--- src/rtl/iir_biquad_cascade.sv ---
// Cascade of direct-form-I biquad sections sharing one time-multiplexed multiplier-accumulator.
// Samples stream in via valid/ready; coefficients are run-time writable per section.
module iir_biquad_cascade #(
  parameter int unsigned DATA_WIDTH   = 16,
  parameter int unsigned DATA_FRAC    = 15,
  parameter int unsigned COEFF_WIDTH  = 20,
  parameter int unsigned COEFF_FRAC   = 18,
  parameter int unsigned NUM_SECTIONS = 3,
  parameter int unsigned ADDR_WIDTH   = $clog2(5 * NUM_SECTIONS)
) (
  input  logic                   clk,
  input  logic                   rst_n,
  input  logic                   valid_in,
  output logic                   ready_in,
  input  logic                   bypass,
  input  logic                   clear_state,
  input  logic [DATA_WIDTH-1:0]  data_in,
  output logic [DATA_WIDTH-1:0]  data_out,
  output logic                   valid_out,
  output logic                   overflow,
  output logic                   underflow,
  input  logic                   coeff_wr_en,
  input  logic [ADDR_WIDTH-1:0]  coeff_wr_addr,
  input  logic [COEFF_WIDTH-1:0] coeff_wr_data,
  output logic                   coeff_wr_err,
  input  logic [ADDR_WIDTH-1:0]  coeff_rd_addr,
  output logic [COEFF_WIDTH-1:0] coeff_rd_data
);

  localparam int unsigned NUM_COEF  = 5 * NUM_SECTIONS;
  localparam int unsigned SEC_W     = (NUM_SECTIONS > 1) ? $clog2(NUM_SECTIONS) : 1;
  localparam int unsigned PROD_W    = DATA_WIDTH + COEFF_WIDTH;
  localparam int unsigned ACC_W     = PROD_W + 3;
  localparam int unsigned PROD_FRAC = DATA_FRAC + COEFF_FRAC;
  // Products carry DATA_FRAC+COEFF_FRAC fraction bits; the output keeps DATA_FRAC.
  localparam int unsigned SHIFT     = PROD_FRAC - DATA_FRAC;

  localparam logic signed [ACC_W-1:0] ROUND   = ACC_W'(1) << (SHIFT - 1);
  localparam logic signed [ACC_W-1:0] SAT_MAX = {{(ACC_W-DATA_WIDTH+1){1'b0}}, {(DATA_WIDTH-1){1'b1}}};
  localparam logic signed [ACC_W-1:0] SAT_MIN = {{(ACC_W-DATA_WIDTH+1){1'b1}}, {(DATA_WIDTH-1){1'b0}}};
  localparam logic signed [DATA_WIDTH-1:0]  Y_MAX  = {1'b0, {(DATA_WIDTH-1){1'b1}}};
  localparam logic signed [DATA_WIDTH-1:0]  Y_MIN  = {1'b1, {(DATA_WIDTH-1){1'b0}}};
  localparam logic signed [COEFF_WIDTH-1:0] B0_ONE = COEFF_WIDTH'(1) << COEFF_FRAC;
  localparam logic [SEC_W-1:0]      LAST_SEC   = SEC_W'(NUM_SECTIONS - 1);
  localparam logic [ADDR_WIDTH-1:0] COEF_LIMIT = ADDR_WIDTH'(NUM_COEF);

  typedef enum logic [1:0] {S_IDLE, S_MAC, S_WB, S_DONE} state_t;

  state_t                        r_state;
  logic [SEC_W-1:0]              r_sec;
  logic [2:0]                    r_term;
  logic signed [ACC_W-1:0]       r_acc;
  logic signed [DATA_WIDTH-1:0]  r_x;
  logic                          r_ovf;
  logic                          r_unf;
  logic signed [COEFF_WIDTH-1:0] r_coef [NUM_COEF];
  logic signed [DATA_WIDTH-1:0]  r_x1 [NUM_SECTIONS];
  logic signed [DATA_WIDTH-1:0]  r_x2 [NUM_SECTIONS];
  logic signed [DATA_WIDTH-1:0]  r_y1 [NUM_SECTIONS];
  logic signed [DATA_WIDTH-1:0]  r_y2 [NUM_SECTIONS];
  logic [DATA_WIDTH-1:0]         r_data_out;
  logic                          r_valid_out;
  logic                          r_overflow;
  logic                          r_underflow;
  logic                          r_wr_err;
  logic                          r_ready;

  logic [ADDR_WIDTH-1:0]         w_coef_idx;
  logic signed [COEFF_WIDTH-1:0] w_coef;
  logic signed [DATA_WIDTH-1:0]  w_op;
  logic signed [PROD_W-1:0]      w_prod;
  logic signed [ACC_W-1:0]       w_round;
  logic                          w_sat_hi;
  logic                          w_sat_lo;
  logic signed [DATA_WIDTH-1:0]  w_y;
  logic                          w_wr_ok;

  assign ready_in     = r_ready;
  assign data_out     = r_data_out;
  assign valid_out    = r_valid_out;
  assign overflow     = r_overflow;
  assign underflow    = r_underflow;
  assign coeff_wr_err = r_wr_err;
  assign coeff_rd_data = (coeff_rd_addr < COEF_LIMIT) ? r_coef[coeff_rd_addr] : '0;

  // Operand select for the shared multiplier: term order b0*x, b1*x1, b2*x2, a1*y1, a2*y2.
  always_comb begin
    w_coef_idx = ADDR_WIDTH'(5 * 32'(r_sec) + 32'(r_term));
    w_coef     = r_coef[w_coef_idx];
    case (r_term)
      3'd0:    w_op = r_x;
      3'd1:    w_op = r_x1[r_sec];
      3'd2:    w_op = r_x2[r_sec];
      3'd3:    w_op = r_y1[r_sec];
      default: w_op = r_y2[r_sec];
    endcase
    w_prod = PROD_W'(w_op) * PROD_W'(w_coef);
  end

  // Round-half-up and saturate the finished accumulator.
  always_comb begin
    w_round  = (r_acc + ROUND) >>> SHIFT;
    w_sat_hi = (w_round > SAT_MAX);
    w_sat_lo = (w_round < SAT_MIN);
    if (w_sat_hi)      w_y = Y_MAX;
    else if (w_sat_lo) w_y = Y_MIN;
    else               w_y = DATA_WIDTH'(w_round);
  end

  assign w_wr_ok = coeff_wr_en && (r_state == S_IDLE) && (coeff_wr_addr < COEF_LIMIT);

  always_ff @(posedge clk or negedge rst_n) begin
    if (!rst_n) begin
      r_state     <= S_IDLE;
      r_sec       <= '0;
      r_term      <= '0;
      r_acc       <= '0;
      r_x         <= '0;
      r_ovf       <= 1'b0;
      r_unf       <= 1'b0;
      r_data_out  <= '0;
      r_valid_out <= 1'b0;
      r_overflow  <= 1'b0;
      r_underflow <= 1'b0;
      r_wr_err    <= 1'b0;
      r_ready     <= 1'b1;
      for (int unsigned i = 0; i < NUM_COEF; i++) begin
        r_coef[i] <= (i % 5 == 0) ? B0_ONE : '0;
      end
      for (int unsigned s = 0; s < NUM_SECTIONS; s++) begin
        r_x1[s] <= '0;
        r_x2[s] <= '0;
        r_y1[s] <= '0;
        r_y2[s] <= '0;
      end
    end else begin
      r_valid_out <= 1'b0;
      r_wr_err    <= coeff_wr_en && !w_wr_ok;
      if (w_wr_ok) r_coef[coeff_wr_addr] <= coeff_wr_data;

      if (clear_state) begin
        // Flush discards any in-flight sample; coefficients survive.
        r_state <= S_IDLE;
        r_ready <= 1'b1;
        for (int unsigned s = 0; s < NUM_SECTIONS; s++) begin
          r_x1[s] <= '0;
          r_x2[s] <= '0;
          r_y1[s] <= '0;
          r_y2[s] <= '0;
        end
      end else begin
        case (r_state)
          S_IDLE: begin
            if (valid_in) begin
              r_x     <= data_in;
              r_ovf   <= 1'b0;
              r_unf   <= 1'b0;
              r_sec   <= '0;
              r_term  <= '0;
              r_ready <= 1'b0;
              r_state <= bypass ? S_DONE : S_MAC;
            end
          end
          S_MAC: begin
            if (r_term == 3'd0)     r_acc <= ACC_W'(w_prod);
            else if (r_term < 3'd3) r_acc <= r_acc + ACC_W'(w_prod);
            else                    r_acc <= r_acc - ACC_W'(w_prod);
            if (r_term == 3'd4) r_state <= S_WB;
            else                r_term  <= r_term + 3'd1;
          end
          S_WB: begin
            r_x1[r_sec] <= r_x;
            r_x2[r_sec] <= r_x1[r_sec];
            r_y1[r_sec] <= w_y;
            r_y2[r_sec] <= r_y1[r_sec];
            // The last section publishes directly so the result appears 6*N edges after acceptance.
            if (r_sec == LAST_SEC) begin
              r_data_out  <= w_y;
              r_overflow  <= r_ovf | w_sat_hi;
              r_underflow <= r_unf | w_sat_lo;
              r_valid_out <= 1'b1;
              r_ready     <= 1'b1;
              r_state     <= S_IDLE;
            end else begin
              r_x     <= w_y;
              r_ovf   <= r_ovf | w_sat_hi;
              r_unf   <= r_unf | w_sat_lo;
              r_sec   <= r_sec + SEC_W'(1);
              r_term  <= '0;
              r_state <= S_MAC;
            end
          end
          S_DONE: begin
            r_data_out  <= r_x;
            r_overflow  <= 1'b0;
            r_underflow <= 1'b0;
            r_valid_out <= 1'b1;
            r_ready     <= 1'b1;
            r_state     <= S_IDLE;
          end
          default: r_state <= S_IDLE;
        endcase
      end
    end
  end

endmodule

--- config.mk ---
export PLATFORM = sky130hd
export DESIGN_NAME = iir_biquad_cascade
export DESIGN_NICKNAME = d
export VERILOG_FILES = /design/src/rtl/iir_biquad_cascade.sv
export SDC_FILE = /design/constraint.sdc
export NUM_CORES = 2
export LEC_CHECK = 0
export CORE_ASPECT_RATIO = 1.75
export CORE_MARGIN = 2
export CORE_UTILIZATION = 47
export DETAILED_ROUTE_END_ITERATION = 10
export PLACE_DENSITY_LB_ADDON = 0.25
export SYNTH_ARGS = -nofsm -noshare
export SYNTH_HDL_FRONTEND = slang
export SYNTH_SLANG_ARGS = --single-unit
export TNS_END_PERCENT = 100
--- constraint.sdc ---
create_clock -name clk -period 23.4 [get_ports clk]
set_input_delay 3.51 -clock clk [delete_from_list [all_inputs] [get_ports clk]]
set_output_delay 3.51 -clock clk [all_outputs]
set_load 0.005 [all_outputs]
==> reports/summary.txt <==
outcome: completed
drt pass-1 iters: 6
final period utilization: 54.20%
vias in the first global route: 33.42k
Die X-Extent: 234.7 µm
TritonCTS buffer count: 57
Least-Margin Pin Slew: 1133 ps
# hold bufs at CTS: 0
Critical Path RT: 23,970 ps
clock skew: 25.35 ps
CP max stage delay: 800 ps
Critical Path Fanout Max: 44
CP endpoint kind: flip-flop
crit-path most repeated cell: fa_1
chip height: 407.8 µm
initial antenna violation count: 0
antenna-violating nets left: 0
clk sinks: 577
Critical-path top delay cell: mux4_2
Initial Util: 47.29%
EDFF count, synth: 0
Syn Area/Cell: 10.91 µm²
critical path data arrival time: 13,250 ps
crit start category: flip-flop
# IOs: 91
sequential area share after synthesis: 32.99%
Layout Utilization: 51.71%
crit path kind: reg -> reg
DPL Wire Length: 87,090 µm
Yosys Warn Count: 0
Post-Syn Area: 43,780 µm²
Ant. Diodes: 0
most common cell after layout, fill and taps aside: dfrtp_1
Synth Register Bits: 577
synth unique cells: 95
HP Class: reg -> reg
gate count of the mapped netlist: 4,012
async set-reset flop share out of synthesis: 100.0%
later-pin clock latency in the skew report: 650 ps
final hold vios: 0
CTS max path bufs: 3
Die Area: 95,710 µm²
DR vias: 31.25k
RSZ-0062 raised after global routing: false
DR iter-0 viols: 2,207
setup TNS: 0 ps
commonest non-fill, non-tap cells in the layout: 571 x dfrtp_1, 390 x inv_1, 361 x nand2_1
final-report setup violation count: 0
maximum number of pins on one net before global-route repair: 105
post-synthesis net count: 4,524
clock slew at reported path FFs: 70 ps
Fmax achieved: 78.84 MHz
final WL: 122,300 µm
num rows: 148
Syn-to-layout area delta: 9.362%
Reg area: 14,450 µm²
DRC errors left: 0
GRT overflow: 0
CTS resizes: 0
htree depth: 2
# Post-CTS Setup Buffers: 0
Synth Flop Type: dfrtp_1
DR WL/cell: 23.53 µm
Root Buffer: clkbuf_16
number of buffers added on ports: 90
Tmin final: 12,680 ps
first-pass GRT wire length: 192,900 µm
Rel. slew slack: 23.64%
Max Cap Viol: 0
CORE AREA: 92,590 µm²
routability cong.: 0.9505
Via density: 6.013
Final Slew Violations: 0
layout cells sized above 1: 18.09%
multi-input combinational cell area: 27,080 µm²
Fillers: 8,212
Layout Nets: 4,465
GRT Overall Usage: 25.67%
TritonCTS clock tree: yes
-- cell type report --
type	count	area share, %
clock buffers	76	3.402
clock inverters	27	0.7395
inverters	391	3.065
multi-input cells	2769	56.56
flip-flops and latches	577	30.18
well taps	1200	3.136
repair buffers	157	2.921
-- final timing paths --
check,from,endpoint,slack [ps],cells past startpoint
worst max-delay path,r_sec[0]$_DFFE_PN0P_,r_acc[38]$_DFFE_PN0P_,10720,43
worst min-delay path,data_out[12]$_DFFE_PN0P_,data_out[12]$_DFFE_PN0P_,480,2
worst max register to register,r_sec[0]$_DFFE_PN0P_,r_acc[38]$_DFFE_PN0P_,10720,43
worst min register to register,data_out[12]$_DFFE_PN0P_,data_out[12]$_DFFE_PN0P_,480,2
max in group asynchronous,rst_n,r_coef[93]$_DFFE_PN0P_,17380,4
min in group asynchronous,rst_n,r_x2[34]$_DFFE_PN0P_,2880,1
-- sequential cells by signal, indices dropped and copies added, names as in the netlist, 3 cells and up --
signal / flops
data_out: 16
r_acc: 39
r_coef: 300
r_term: 3
r_x: 16
r_x1: 48
r_x2: 48
r_y1: 48
r_y2: 48
-- synthesized netlist by cell type (22+ instances only) --
master,number,area [µm²]
a21o_1,29,217.7
a21oi_1,138,690.7
a22o_1,189,1655
a22oi_1,31,232.7
a31oi_1,34,212.7
and2_1,165,1032
buf_1,33,123.9
clkbuf_1,234,878.3
dfrtp_1,573,14340
fa_1,321,6426
ha_1,141,1764
inv_1,390,1464
mux2_2,316,3558
mux2i_1,106,1061
mux4_2,159,3581
nand2_1,363,1363
nand3_1,26,130.1
nor2_1,135,506.7
nor2b_1,48,300.3
nor3_1,22,110.1
o21ai_0,192,960.9
xnor2_1,65,569.3
xor2_1,54,473.0
-- metrics by stage --
stage          hold slack, ps  instances  setup slack (ps)  cell area, µm²
3_5_place_dp            471.5       5094             10730           45900
6_report                479.3       5197             10720           47880
3_3_place_gp            457.4       5094             10880           45900
5_1_grt                 512.4       5197              9970           47880
4_1_cts                 490.1       5197             10700           47880
2_1_floorplan           445.9       4012             12220           43780
-- routing by layer --
metal	up-vias	global-route usage, %	wire, µm	part of all wire [%]
li1	13790	-	-	-
met1	16170	29.22	45130	37
met2	947	47.64	65980	54
met3	349	2.599	4810	3.9
met4	0	12.59	6389	5.2
met5	-	0	0	0
-- cell families (layout without fill, tap and decap cells) --
kind of cell	Yosys count	in the layout	synth area share [%]
muxes	581	581	18.73
buffers and inverters	666	651	5.753
xor gates and xnor gates	119	119	2.381
and+or+nand+nor	841	841	9.256
adders and majority gates	462	462	18.71
AOI/OAI and AO/OA	766	766	12.18
DFF	577	577	32.99
-- critical path, delay by kind of cell (launching register included) --
kind	cells	cell delay, ps
fa+ha+maj	10	4370
simple gates	12	2570
compound gates	8	2110
buf+inv	7	1350
xor+xnor	5	900
mux	1	800
flops	1	430
Power is left out: the tool's default activity adds up to more than one toggle a clock period on the data nets, which glitch-free logic cannot reach.
